**src/rtl/fft_frame_sched.sv**
```systemverilog
// fft_frame_sched: paces frame launches into an FFT core with gap and credit.
// Optional result watchdog compiled in by FFT_SCHED_TIMEOUT_EN.
module fft_frame_sched #(
  parameter int FRAMEBITS = 8,
  parameter int GAPBITS   = 16,
  parameter int MAXOUT    = 2,
  parameter int TOBITS    = 20
) (
  input  logic                 CLK,
  input  logic                 RST_N,
  input  logic                 RUN,
  input  logic                 ABORT,
  input  logic [FRAMEBITS-1:0] NFRAMES,
  input  logic [GAPBITS-1:0]   GAPLEN,
  input  logic                 IN_EOP,
  input  logic                 OUT_EOP,
  output logic                 FRAME_START,
  output logic [FRAMEBITS-1:0] FRAME_IDX,
  output logic                 BUSY,
  output logic                 DONE,
  output logic                 ERR
);

  typedef enum logic [5:0] {
    S_IDLE   = 6'b000001,
    S_LAUNCH = 6'b000010,
    S_WAIT   = 6'b000100,
    S_GAP    = 6'b001000,
    S_DRAIN  = 6'b010000,
    S_FIN    = 6'b100000
  } state_t;

  localparam logic [2:0] MAX_OUT = 3'(MAXOUT);

  state_t               state_q;
  state_t               state_n;
  state_t               state_d;
  logic                 run_q;
  logic                 run_prev_q;
  logic                 armed_q;
  logic [FRAMEBITS-1:0] nfr_q;
  logic [FRAMEBITS-1:0] nfr_d;
  logic [FRAMEBITS-1:0] idx_q;
  logic [FRAMEBITS-1:0] idx_d;
  logic [GAPBITS-1:0]   gap_q;
  logic [GAPBITS-1:0]   gap_d;
  logic [GAPBITS-1:0]   gcnt_q;
  logic [GAPBITS-1:0]   gcnt_d;
  logic [2:0]           out_q;
  logic [2:0]           out_d;
  logic                 err_q;
  logic                 err_d;
  logic                 run_rise;
  logic                 active;
  logic                 launch;
  logic                 kill;
  logic                 wd_fire;

`ifdef FFT_SCHED_TIMEOUT_EN
  localparam logic [TOBITS-1:0] WD_MAX = '1;
  logic [TOBITS-1:0] wd_q;
  logic [TOBITS-1:0] wd_d;
`endif

  // armed_q blocks a RUN level held high through reset from looking like an edge
  assign run_rise = run_q & ~run_prev_q & armed_q;
  assign active   = (state_q != S_IDLE);

  always_comb begin
    state_n = state_q;
    nfr_d   = nfr_q;
    idx_d   = idx_q;
    gap_d   = gap_q;
    gcnt_d  = gcnt_q;
    out_d   = out_q;
    err_d   = err_q;
    launch  = 1'b0;

    unique case (state_q)
      S_IDLE: begin
        if (run_rise && !ABORT) begin
          state_n = S_LAUNCH;
          err_d   = 1'b0;
          idx_d   = '0;
          out_d   = '0;
          gcnt_d  = '0;
          nfr_d   = (NFRAMES == '0) ? FRAMEBITS'(1) : NFRAMES;
          gap_d   = GAPLEN;
        end
      end
      S_LAUNCH: begin
        if (out_q < MAX_OUT) begin
          launch  = 1'b1;
          state_n = S_WAIT;
        end
      end
      S_WAIT: begin
        if (IN_EOP) begin
          if (idx_q == nfr_q - 1'b1) begin
            state_n = S_DRAIN;
          end else begin
            idx_d   = idx_q + 1'b1;
            gcnt_d  = '0;
            state_n = (gap_q == '0) ? S_LAUNCH : S_GAP;
          end
        end
      end
      S_GAP: begin
        if (gcnt_q == gap_q - 1'b1) begin
          state_n = S_LAUNCH;
        end else begin
          gcnt_d = gcnt_q + 1'b1;
        end
      end
      S_DRAIN: begin
        if (out_q == '0) state_n = S_FIN;
      end
      S_FIN: begin
        state_n = S_IDLE;
      end
      default: begin
        state_n = S_IDLE;
      end
    endcase

    // launch and return in the same cycle cancel out
    if (active) begin
      if (launch && !OUT_EOP) begin
        out_d = out_q + 1'b1;
      end else if (!launch && OUT_EOP) begin
        if (out_q != '0) out_d = out_q - 1'b1;
        else             err_d = 1'b1;
      end
    end

`ifdef FFT_SCHED_TIMEOUT_EN
    wd_d = wd_q;
    if (!active || OUT_EOP || (state_n != state_q)) begin
      wd_d = '0;
    end else if (out_q != '0) begin
      wd_d = wd_q + 1'b1;
    end
    wd_fire = active && !OUT_EOP && (state_n == state_q) &&
              (out_q != '0) && (wd_q == WD_MAX - 1'b1);
`else
    wd_fire = (TOBITS == 0);
`endif

    kill    = active && (ABORT || wd_fire);
    state_d = state_n;
    if (kill) begin
      state_d = S_IDLE;
      out_d   = '0;
      gcnt_d  = '0;
      err_d   = 1'b1;
      launch  = 1'b0;
    end
  end

  always_ff @(posedge CLK or negedge RST_N) begin
    if (!RST_N) begin
      state_q    <= S_IDLE;
      run_q      <= 1'b0;
      run_prev_q <= 1'b0;
      armed_q    <= 1'b0;
      nfr_q      <= '0;
      idx_q      <= '0;
      gap_q      <= '0;
      gcnt_q     <= '0;
      out_q      <= '0;
      err_q      <= 1'b0;
    end else begin
      state_q    <= state_d;
      run_q      <= RUN;
      run_prev_q <= run_q;
      armed_q    <= armed_q | ~RUN;
      nfr_q      <= nfr_d;
      idx_q      <= idx_d;
      gap_q      <= gap_d;
      gcnt_q     <= gcnt_d;
      out_q      <= out_d;
      err_q      <= err_d;
    end
  end

`ifdef FFT_SCHED_TIMEOUT_EN
  always_ff @(posedge CLK or negedge RST_N) begin
    if (!RST_N) begin
      wd_q <= '0;
    end else begin
      wd_q <= kill ? '0 : wd_d;
    end
  end
`endif

  assign FRAME_START = launch;
  assign FRAME_IDX   = idx_q;
  assign BUSY        = active && (state_q != S_FIN);
  assign DONE        = (state_q == S_FIN) && !kill;
  assign ERR         = err_q;

endmodule

```
**config.mk**
```make
export PLATFORM = sky130hd
export DESIGN_NAME = fft_frame_sched
export DESIGN_NICKNAME = d
export VERILOG_FILES = /design/src/rtl/fft_frame_sched.sv
export SDC_FILE = /design/constraint.sdc
export NUM_CORES = 1
export LEC_CHECK = 0
export ABC_AREA = 1
export BUFFER_PORTS_ARGS = -buffer_cell sky130_fd_sc_hd__buf_4
export CAP_MARGIN = 20
export CORE_MARGIN = 5
export CORE_UTILIZATION = 50
export CTS_BUF_LIST = sky130_fd_sc_hd__clkbuf_16
export CTS_CLUSTER_SIZE = 8
export DETAILED_ROUTE_END_ITERATION = 8
export GPL_TIMING_DRIVEN = 0
export HOLD_SLACK_MARGIN = 0.03
export PLACE_DENSITY = 0.75
export SYNTH_ARGS = -nofsm -noshare
export SYNTH_HDL_FRONTEND = slang
export SYNTH_SLANG_ARGS = --single-unit
```
**constraint.sdc**
```tcl
create_clock -name CLK -period 5.7 [get_ports CLK]
set_input_delay 1.71 -clock CLK [delete_from_list [all_inputs] [get_ports CLK]]
set_output_delay 1.71 -clock CLK [all_outputs]
set_load 0.01 [all_outputs]
```
==> results of run 1 <==
==> layer usage <==
metal,routed length [µm],vias up
met1,4765,1868
met4,177,0
li1,-,2061
met3,618,16
met2,4905,128
met5,0,-
==> cell usage in the layout (no fill, tap or decap), drive strengths merged, types with 4 or more instances in the layout <==
| cell type | count |
|---|---|
| dfrtp | 60 |
| o21ai | 40 |
| nand4 | 18 |
| nor2 | 80 |
| nor3 | 8 |
| buf | 45 |
| nand3b | 7 |
| nor4 | 5 |
| or2 | 4 |
| nand3 | 43 |
| clkbuf | 14 |
| ha | 8 |
| nand2 | 213 |
| xor2 | 17 |
| xnor2 | 10 |
| a21oi | 10 |
| inv | 77 |
==> where the power goes <==
part | total [mW] | internal [mW] | switching, mW
Combinational | 0.950 | 0.350 | 0.601
Sequential | 0.656 | 0.537 | 0.119
Clock | 0.520 | 0.329 | 0.191
Total | 2.13 | 1.21 | 0.911
==> layout make-up <==
cell class                      count  share of cell area
Buffer                              9             0.01044
Clock buffer                        9             0.04585
Clock inverter                      7             0.01070
Inverter                           73             0.05578
Multi-Input combinational cell    471              0.4768
Sequential cell                    61              0.3110
Tap cell                          105             0.02674
Timing Repair Buffer               41             0.06266
==> worst max-delay path: cells and delay by family <==
kind | cells | cell delay (ns)
buffers and inverters | 3 | 0.37
and+or+nand+nor | 2 | 0.25
==> metrics by stage <==
stage | setup slack, ns | total power [mW]
finish | 1.650 | 2.126
global route | 1.580 | 2.305
CTS | 1.651 | 2.130
detailed placement | 1.648 | 1.604
global placement | 1.658 | 1.568
floorplan | 1.923 | 1.371
==> path summary, 6_finish.rpt <==
path | end | depth (start not counted)
max | DONE | 5
min | run_prev_q$_DFF_PN0_ | 0
max reg2reg | gcnt_q[0]$_DFFE_PN0P_ | 14
min reg2reg | run_prev_q$_DFF_PN0_ | 0
max in group asynchronous | nfr_q[4]$_DFFE_PN0P_ | 1
min in group asynchronous | run_prev_q$_DFF_PN0_ | 1
==> state kept, by name, indices dropped and copies added, names as in the netlist, 3 cells and up <==
register / cells
out_q: 3
gcnt_q: 16
state_q: 6
gap_q: 16
nfr_q: 8
FRAME_IDX: 8
==> cell families after synthesis <==
group	count (synthesis)	synth area share
AOI/OAI and AO/OA	56	0.07337
xor gates and xnor gates	27	0.05637
adders and majority gates	8	0.02386
buffers and inverters	82	0.07754
DFF	61	0.3642
and+or+nand+nor	380	0.4047
==> qor.csv, run 1 <==
stage;metric;value;unit
critical_path;CP arrival;2.34;ns
synthesis;Synth area leaders;dfrtp_1 36%, nand2_1 19%, inv_1 6.1%;
routing;drt first-iter violations;233;
synthesis;share of the synthesized area in the top cell type;0.3579;
critical_path;endpoint type of the worst setup path;primary output;
global_route;Global Route Usage Sum;0.2192;
finish;n_diodes;0;
synthesis;Mapped Cells;614;
global_route;largest net degree at the start of global routing;62;
synthesis;Synth async-reset ratio;1.000;
hold_path;start point of the worst hold path;run_q$_DFF_PN0_;
critical_path;critical path required time;3.99;ns
status;outcome;finished, final reports clean;
die;die area;10320;µm²
timing;Slew headroom;0.4717;
hold_path;type of the most critical hold path;reg -> reg;
cts;total CTS buffers;9;
routing;routed wire length;10470;µm
synthesis;Post-synth EDFFs;0;
power;leakage power;2.468;nW
synthesis;flops & latches, synth;61;
synthesis;Net Count, Synth;652;
die;die extent in y;101.6;µm
placed_design;hpwl dp;7867;µm
die;num rows;33;
global_route;busiest layer in global routing;met2;
global_route;met1 Use GR;0.2964;
synthesis;largest area contributor in the netlist;dfrtp_1;
critical_path;crit-path cells;buf_4 > nand2_2 > inv_2 > nor2_1 > buf_4;
routing;vias after detailed routing;4073;
critical_path;CP Class;in -> out;
global_route;initial antenna violation count;0;
finish;Area Overhead vs Synth;17.09;%
critical_path;most frequent CP cell;buf_4;
timing;Hold Fails Final Rpt;0;
finish;fill count;760;
critical_path;slowest stage delay, CP;0.14;ns
placed_design;Routability Congestion;0.9431;
cts;CTS Buffer Depth;2;
timing;Setup-failing EPs final;0;
job;max-cap violations;0;
critical_path;CP startpoint kind;input pin;
die;Initial Util;0.5106;
timing;Setup Skew;0.008138;ns
placed_design;Placed Instances;760;
timing;fin. max-slew vios;0;
critical_path;R2R Path Start;gap_q[0]$_DFFE_PN0P_;
finish;layout cell share with drive strength beyond 1;0.1326;
routing;DR DRC count;0;
synthesis;Synth top cells by count;208 x nand2_1, 68 x inv_1, 64 x nor2_1, 60 x dfrtp_1, 42 x nand3_1;
finish;fin util;0.5978;
timing;Highest Clock Rate;246.9;MHz
cts;PostCTS Resize Cnt;0;
timing;worst hold slack;0.3708;ns
timing;Setup TNS;0;ns
global_route;M2 GR Usage;0.3511;
power;worst-case vdd ir drop;294.6;µV
routing;DR WL/cell;13.49;µm
synthesis;Avg Cell Area, Syn;6.833;µm²
critical_path;slowest CP cell;nand2_2;
die;Die Wd;101.6;µm
timing;RSZ-0062 raised after global routing;no;
finish;sequential standard cell area;1528;µm²
timing;Worst-Margin Slew;0.7925;ns
synthesis;post-synthesis sequential area ratio;0.3642;
critical_path;Worst setup startpoint;ABORT;
critical_path;worst reg2reg setup slack;3.51;ns
synthesis;count of cell types in the netlist;38;
cts;CTS tree;yes;
finish;Final #Nets;704;
timing;Tmin final;4.050;ns
cts;CTS clock-pin slew for the worst setup and hold paths;0.06;ns
global_route;M3 GR Usage;0.03168;
finish;multi-input logic area;2342;µm²
global_route;total grt overflow;0;
placed_design;Port Buffers;41;
finish;fin cells;776;
synthesis;YS warnings;0;
cts;Post-CTS Setup Inserts;0;
cts;Clock Latency Late Sink;0.33;ns
timing;Period Utilization, post-route;0.7106;
synthesis;most common cell in the netlist;nand2_1;
cts;htree depth;3;
global_route;first-pass GRT wire length;18080;µm
finish;Finished Cell Area;4912;µm²
power;Cell Pwr Density;432.8;nW/µm²
synthesis;Most used DFF post-synth;dfrtp_1;
placed_design;area post-placement;4634;µm²
routing;detailed-router iteration count before antenna repair;5;
routing;post-route ant nets;0;
cts;Post-CTS Hold Buffers;0;
cts;Clock Tree Root;clkbuf_16;
global_route;number of global-route vias before repair;3910;
critical_path;CP max FO;8;
cts;CTS Sinks;61;
die;# IOs;42;
synthesis;synthesized area;4195;µm²
routing;Via density;5.249;
die;area of the core;8217;µm²
(Power assumes the default switching activity.)
==> run 2: changes to the inputs <==
ABC_AREA = 0   (was 1)
PLACE_DENSITY = 0.76   (was 0.75)
clock period = 4.05 ns   (was 5.7 ns; I/O delays follow)
==> run 2 against run 1 <==
Compared with the run above: combinational power is 20% higher; highest routed layer unchanged; worst hold slack got worse by 0.0048 ns; synthesized cell count down 23%; non-clock buffer count up 7; worst setup slack got worse by 1.4 ns; count of clock-buffer cells in the layout stayed put; utilization up 0.55 points; routed wire length down 0.84%; flip-flop and latch count unchanged; cell count is 19% lower; critical endpoint is now gcnt_q[14]$_DFFE_PN0P_.
==> qor.csv, run 2 <==
stage;metric;value;unit;change
status;outcome;finished, final reports clean;;unchanged
cts;CTS clock-pin slew for the worst setup and hold paths;0.06;ns;about the same
critical_path;worst reg-to-reg path cell count;11;;was 14
hold_path;Worst Hold Depth;0;;unchanged
finish;Area Overhead vs Synth;17.57;%;was 17.09%
global_route;first-pass GRT wire length;17350;µm;was 18,080 µm
finish;biggest regs;gap_q (16), gcnt_q (16);;unchanged
timing;Hold Fails Final Rpt;0;;unchanged
routing;detailed-router iteration count before antenna repair;5;;unchanged
placed_design;Routability Congestion;0.8848;;was 0.9431
die;area of the core;7687;µm²;was 8217 µm²
die;# IOs;42;;unchanged
synthesis;Post-synth EDFFs;0;;unchanged
critical_path;worst reg2reg setup slack;0.26;ns;was 3.51 ns
synthesis;synthesized area;3945;µm²;was 4195 µm²
critical_path;FF-to-FF End;gcnt_q[14]$_DFFE_PN0P_;;was gcnt_q[0]$_DFFE_PN0P_
timing;Slew headroom;0.3256;;was 0.4717
cts;CTS Sinks;61;;unchanged
placed_design;Placed Instances;611;;was 760
timing;RSZ-0062 raised after global routing;no;;unchanged
cts;CTS Buffer Depth;2;;unchanged
synthesis;flops & latches, synth;61;;unchanged
global_route;Global Route Usage Sum;0.2161;;was 0.2192
finish;fin cells;627;;was 776
timing;Setup Skew;0.01133;ns;was 0.008138 ns
placed_design;Port Buffers;39;;was 41
global_route;initial antenna violation count;0;;unchanged
critical_path;CP Class;reg -> reg;;was in -> out
finish;commonest non-fill, non-tap cell in the layout;nand2_1;;unchanged
cts;Post-CTS Setup Inserts;0;;unchanged
finish;most frequent cells in the layout;85 x nand2_1, 60 x dfrtp_1, 39 x nor2_1, 39 x buf_4, 30 x inv_1;;was 208 x nand2_1, 73 x inv_1, 64 x nor2_1
synthesis;Avg Cell Area, Syn;8.394;µm²;was 6.833 µm²
timing;Period Utilization, post-route;0.9358;;
synthesis;Synth top cells by count;85 x nand2_1, 60 x dfrtp_1, 39 x nor2_1, 28 x inv_1, 24 x nand3_1;;was 208 x nand2_1, 68 x inv_1, 64 x nor2_1, 60 x dfrtp_1, 42 x nand3_1
synthesis;Mapped Cells;470;;was 614
synthesis;share of the synthesized area in the top cell type;0.3806;;was 0.3579
critical_path;Worst setup startpoint;gap_q[0]$_DFFE_PN0P_;;was ABORT
timing;Setup-failing EPs final;0;;unchanged
routing;DR DRC count;0;;unchanged
global_route;number of global-route vias before repair;3692;;was 3,910
timing;Highest Clock Rate;263.8;MHz;
hold_path;type of the most critical hold path;reg -> reg;;unchanged
synthesis;Synth async-reset ratio;1.000;;unchanged
timing;fin. max-slew vios;0;;unchanged
cts;total CTS buffers;9;;unchanged
cts;htree depth;3;;unchanged
global_route;largest net degree at the start of global routing;62;;unchanged
synthesis;count of cell types in the netlist;62;;was 38
global_route;total grt overflow;0;;unchanged
cts;Clock Tree Root;clkbuf_16;;unchanged
power;leakage power;1.993;nW;was 2.468 nW
synthesis;most common cell in the netlist;nand2_1;;unchanged
routing;routed wire length;10380;µm;was 10,470 µm
routing;vias after detailed routing;3777;;was 4,073
die;num rows;32;;was 33
cts;PostCTS Resize Cnt;0;;unchanged
critical_path;endpoint type of the worst setup path;flip-flop;;was primary output
cts;Clock Latency Late Sink;0.33;ns;about the same
die;die extent in y;98.83;µm;was 101.6 µm
job;max-cap violations;0;;unchanged
timing;Worst-Margin Slew;1.010;ns;was 0.7925 ns
routing;DR WL/cell;16.55;µm;was 13.49 µm
critical_path;CP arrival;3.97;ns;was 2.34 ns
routing;post-route ant nets;0;;unchanged
finish;layout cell share with drive strength beyond 1;0.1352;;was 0.1326
synthesis;Synth area leaders;dfrtp_1 38%, nand2_1 8.1%, xnor2_1 5.1%;;was dfrtp_1 36%, nand2_1 19%, inv_1 6.1%
timing;Setup TNS;0;ns;unchanged
finish;Final #Nets;558;;was 704
cts;CTS tree;yes;;unchanged
finish;Finished Cell Area;4638;µm²;was 4912 µm²
synthesis;YS warnings;0;;unchanged
placed_design;hpwl dp;7236;µm;was 7867 µm
die;Die Wd;98.83;µm;was 101.6 µm
synthesis;largest area contributor in the netlist;dfrtp_1;;unchanged
routing;Via density;6.024;;was 5.249
critical_path;R2R Path Start;gap_q[0]$_DFFE_PN0P_;;unchanged
timing;Tmin final;3.790;ns;
power;Cell Pwr Density;597.8;nW/µm²;was 432.8 nW/µm²
synthesis;Net Count, Synth;508;;was 652
synthesis;post-synthesis sequential area ratio;0.3873;;was 0.3642
finish;n_diodes;0;;unchanged
die;die area;9766;µm²;was 10,320 µm²
critical_path;CP max FO;10;;was 8
finish;fin util;0.6034;;was 0.5978
placed_design;area post-placement;4370;µm²;was 4634 µm²
critical_path;CP startpoint kind;flip-flop;;was input pin
synthesis;Most used DFF post-synth;dfrtp_1;;unchanged
cts;Post-CTS Hold Buffers;0;;unchanged
die;Initial Util;0.5132;;was 0.5106
routing;drt first-iter violations;260;;was 233
power;worst-case vdd ir drop;292.7;µV;was 294.6 µV
critical_path;critical path endpoint;gcnt_q[14]$_DFFE_PN0P_;;was DONE
critical_path;critical path required time;4.22;ns;was 3.99 ns
## run 2: per-stage QoR
stage	worst slack (ns)	power, mW	hold WS [ns]
after floorplan	0.7801	1.752	0.3457
final	0.2599	2.773	0.3660
after global routing	0.04625	2.954	0.3878
after CTS	0.01579	2.751	0.3700
after global placement	0.01197	1.996	0.3535
after detailed placement	0.03340	2.054	0.3586
## run 2: worst min path at each step
stage	end	start
final	run_prev_q$_DFF_PN0_	run_q$_DFF_PN0_
after global routing	run_prev_q$_DFF_PN0_	run_q$_DFF_PN0_
after CTS	run_prev_q$_DFF_PN0_	run_q$_DFF_PN0_
after detailed placement	run_prev_q$_DFF_PN0_	run_q$_DFF_PN0_
after global placement	run_prev_q$_DFF_PN0_	run_q$_DFF_PN0_
after floorplan	run_prev_q$_DFF_PN0_	run_q$_DFF_PN0_
## run 2: worst max-delay path, cell delays in order (launching register included)
cell and delay, ns:
dfrtp_1 0.45, inv_1 0.14, ha_1 0.22, or3b_2 0.45, clkbuf_1 0.19, or4_1 0.48, and4b_1 0.23, nand4_1 0.11
nor4_1 0.09, a211oi_2 0.56, clkbuf_1 0.49, o221ai_1 0.21
## run 2: where the power goes
group / total, mW / internal (mW) / switching (mW) / leakage (nW)
Combinational: 1.14 / 0.471 / 0.668 / 1.06
Sequential: 0.952 / 0.757 / 0.195 / 0.797
Clock: 0.681 / 0.405 / 0.276 / 0.135
Total: 2.77 / 1.63 / 1.14 / 1.99
## run 2: kinds of logic after synthesis
| family | share of synthesized area |
|---|---|
| compound gates | 0.1532 |
| simple gates | 0.3032 |
| xor+xnor | 0.08214 |
| fa+ha+maj | 0.02537 |
| mux | 0.002537 |
| flops | 0.3873 |
| buf+inv | 0.04630 |
## run 2: per-layer routing
metal / wire (µm) / part of all wire / GRT usage / vias to the layer above
li1: - / - / - / 1776
met5: 0 / 0 / 0 / -
met1: 4371 / 0.42 / 0.2680 / 1858
met3: 595 / 0.057 / 0.05237 / 13
met2: 5287 / 0.51 / 0.3719 / 130
met4: 124 / 0.012 / 0.06513 / 0
## run 2: final cells by class
class	count	area, µm²
Fill cell	680	3049
Multi-Input combinational cell	363	2245
Buffer	18	77.57
Tap cell	102	127.6
Clock buffer	9	225.2
Timing Repair Buffer	39	292.8
Sequential cell	61	1528
Clock inverter	7	37.54
Inverter	28	105.1
==> run 3: changes to the inputs <==
CTS_BUF_LIST = not set   (was sky130_fd_sc_hd__clkbuf_16)
PLACE_DENSITY = 0.78   (was 0.76)
clock period = 3.1 ns   (was 4.05 ns; I/O delays follow)
==> run 3 against run 2 <==
Compared with the run above: non-clock buffer count rose by 3; count of clock-buffer cells in the layout rose by 1; first-iteration DRC count fell by 9.6%; sequential power rose by 32%; die area did not move; routed wire length fell by 3.5%; cell count rose by 0.48%; flip-flop and latch count did not move; final area rose by 1.8%; critical path depth fell by 4; register-to-register slack got worse by 0.20 ns; via count fell by 1.8%; critical path type unchanged; largest power group unchanged.
==> qor.csv, run 3 (synthesis results as in run 2) <==
stage;metric;value;unit;change
status;outcome;finished, final reports clean;;unchanged
timing;Worst-Margin Slew;0.7811;ns;was 1.010 ns
cts;CTS Sinks;61;;unchanged
die;die extent in y;98.83;µm;unchanged
global_route;total grt overflow;0;;unchanged
timing;Highest Clock Rate;328.5;MHz;was 263.8 MHz
critical_path;slowest stage delay, CP;0.59;ns;was 0.56 ns
hold_path;type of the most critical hold path;reg -> reg;;unchanged
finish;fill count;660;;was 680
timing;Slew headroom;0.4792;;was 0.3256
finish;Area Overhead vs Synth;19.73;%;was 17.57%
die;area of the core;7687;µm²;unchanged
routing;routed wire length;10010;µm;was 10,380 µm
die;die area;9766;µm²;unchanged
cts;Clock Latency Late Sink;0.34;ns;was 0.33 ns
die;num rows;32;;unchanged
finish;Final #Nets;561;;was 558
timing;Period Utilization, post-route;0.9820;;was 0.9358
global_route;busiest layer in global routing;met2;;unchanged
routing;DR WL/cell;15.89;µm;was 16.55 µm
routing;DR DRC count;0;;unchanged
power;NetSw;1.524;mW;was 1.139 mW
finish;most frequent cells in the layout;84 x nand2_1, 58 x dfrtp_1, 46 x buf_4;;was 85 x nand2_1, 60 x dfrtp_1, 39 x nor2_1, 39 x buf_4, 30 x inv_1
power;leakage power;2.005;nW;was 1.993 nW
finish;n_diodes;0;;unchanged
power;internal power;2.058;mW;was 1.634 mW
timing;Hold Fails Final Rpt;0;;unchanged
global_route;number of global-route vias before repair;3699;;was 3,692
job;max-cap violations;0;;unchanged
power;Sw Share;0.4255;;was 0.4108
timing;Tmin final;3.044;ns;was 3.790 ns
global_route;first-pass GRT wire length;17150;µm;was 17,350 µm
global_route;Global Route Usage Sum;0.2111;;was 0.2161
power;Cell Pwr Density;758.5;nW/µm²;was 597.8 nW/µm²
placed_design;Routability Congestion;0.8376;;was 0.8848
timing;Setup TNS;0;ns;unchanged
placed_design;pre-CTS WS;-0.5044;ns;was 0.03340 ns
critical_path;top cell family by delay on the critical path;simple AND/OR/NAND/NOR gates;;unchanged
routing;vias after detailed routing;3710;;was 3,777
finish;biggest regs;gap_q (16), gcnt_q (16);;unchanged
power;Comb pwr share;0.455;;was 0.411
routing;detailed-router iteration count before antenna repair;5;;unchanged
cts;total CTS buffers;9;;unchanged
critical_path;CP Class;reg -> reg;;unchanged
critical_path;most frequent CP cell;or4_4;;was clkbuf_1
critical_path;CP startpoint kind;flip-flop;;unchanged
global_route;largest net degree at the start of global routing;62;;unchanged
timing;fin worst setup slack;0.05583;ns;was 0.2599 ns
power;worst-case vdd ir drop;457.3;µV;was 292.7 µV
global_route;M2 GR Usage;0.3538;;was 0.3719
routing;drt first-iter violations;235;;was 260
global_route;M3 GR Usage;0.03680;;was 0.05237
critical_path;critical path required time;3.33;ns;was 4.22 ns
power;Flop pwr share;0.351;;was 0.343
timing;Setup Skew;0.008029;ns;was 0.01133 ns
critical_path;CP max FO;6;;was 10
timing;fin. max-slew vios;0;;unchanged
critical_path;crit-path cells;or4_4 > or4b_4 > a2111oi_4 > nand4_1 > or4_4 > and2_4 > a31o_4;;was inv_1 > ha_1 > or3b_2 > clkbuf_1 > or4_1 > and4b_1 > nand4_1 > nor4_1 > a211oi_2 > clkbuf_1 > o221ai_1
cts;CTS Buffer Depth;2;;unchanged
placed_design;Port Buffers;39;;unchanged
cts;CTS tree;yes;;unchanged
cts;CTS clock-pin slew for the worst setup and hold paths;0.07;ns;was 0.06 ns
finish;layout cell share with drive strength beyond 1;0.1780;;was 0.1352
die;# IOs;42;;unchanged
routing;post-route ant nets;0;;unchanged
die;Initial Util;0.5132;;unchanged
placed_design;hpwl dp;7150;µm;was 7236 µm
power;clock power share;0.195;;was 0.246
critical_path;endpoint type of the worst setup path;flip-flop;;unchanged
critical_path;CP arrival;3.27;ns;was 3.97 ns
timing;RSZ-0062 raised after global routing;yes;;was no
timing;Setup-failing EPs final;0;;unchanged
finish;commonest non-fill, non-tap cell in the layout;nand2_1;;unchanged
cts;Clock Tree Root;clkbuf_8;;was clkbuf_16
critical_path;Crit path buffers/inverters;0;;was 3
cts;htree depth;3;;unchanged
global_route;met1 Use GR;0.2824;;was 0.2680
global_route;initial antenna violation count;0;;unchanged
timing;worst hold slack;0.3791;ns;was 0.3660 ns
die;Die Wd;98.83;µm;unchanged
critical_path;slowest CP cell;or4_4;;was a211oi_2
routing;Via density;5.889;;was 6.024
## run 3: cell types whose count changed in the layout (fill, tap and decap cells not counted), moves of 3 or more
cell,delta
buf_4,+7
clkbuf_16,-9
clkbuf_8,+9
inv_1,-3
o21ai_0,-3
o21ai_1,+3
## run 3: power by group through the flow
stage | logic, mW | registers, mW | clock network [mW]
after CTS | 1.56 | 1.22 | 0.703
final | 1.63 | 1.26 | 0.697
after floorplan | 1.12 | 1.18 | 0
after global routing | 1.79 | 1.28 | 0.755
after global placement | 1.39 | 1.23 | 0
after detailed placement | 1.45 | 1.24 | 0
## run 3: layout make-up
class                      count  area, µm²  share of cell area
buffer                        14      68.82             0.01457
clock buffer                  10      127.6             0.02702
clock inverter                 6      63.81             0.01351
inverter                      28      105.1             0.02225
multi-input combinational    363       2355              0.4985
sequential                    61       1530              0.3240
tap                          102      127.6             0.02702
timing repair buffer          46      345.3             0.07311
## run 3: what timing repair did
| action | in CTS | in global routing |
|---|---|---|
| hold buffers | 0 | 0 |
| setup endpoints to repair | 21 | 21 |
| gates resized for setup | 17 | 12 |
| setup buffers | 7 | 0 |
| pin swaps | 7 | 4 |
## run 3: layer usage
metal  part of all wire  vias up
met5                  0        -
met4              0.016        0
met3              0.047       20
met2               0.48      103
met1               0.45     1809
li1                   -     1778
## run 3: through the flow
step / instances / total power, mW / util / instance area, µm²
floorplan: 470 / 2.294 / - / 3956
global placement: 611 / 2.617 / 0.5693 / 4377
detailed placement: 611 / 2.686 / 0.5700 / 4382
CTS: 632 / 3.486 / 0.6086 / 4678
global route: 630 / 3.822 / 0.6144 / 4723
finish: 630 / 3.582 / 0.6144 / 4723
## run 3: path summary, 6_finish.rpt
| kind | startpoint | endpoint | slack [ns] | cells after the start |
|---|---|---|---|---|
| max | gap_q[2]$_DFFE_PN0P_ | state_q[3]$_DFFE_PN0P_ | 0.06 | 7 |
| min | run_q$_DFF_PN0_ | run_prev_q$_DFF_PN0_ | 0.38 | 0 |
| max reg2reg | gap_q[2]$_DFFE_PN0P_ | state_q[3]$_DFFE_PN0P_ | 0.06 | 7 |
| min reg2reg | run_q$_DFF_PN0_ | run_prev_q$_DFF_PN0_ | 0.38 | 0 |
| max in group asynchronous | RST_N | gap_q[2]$_DFFE_PN0P_ | 1.87 | 1 |
| min in group asynchronous | RST_N | gap_q[11]$_DFFE_PN0P_ | 0.64 | 1 |
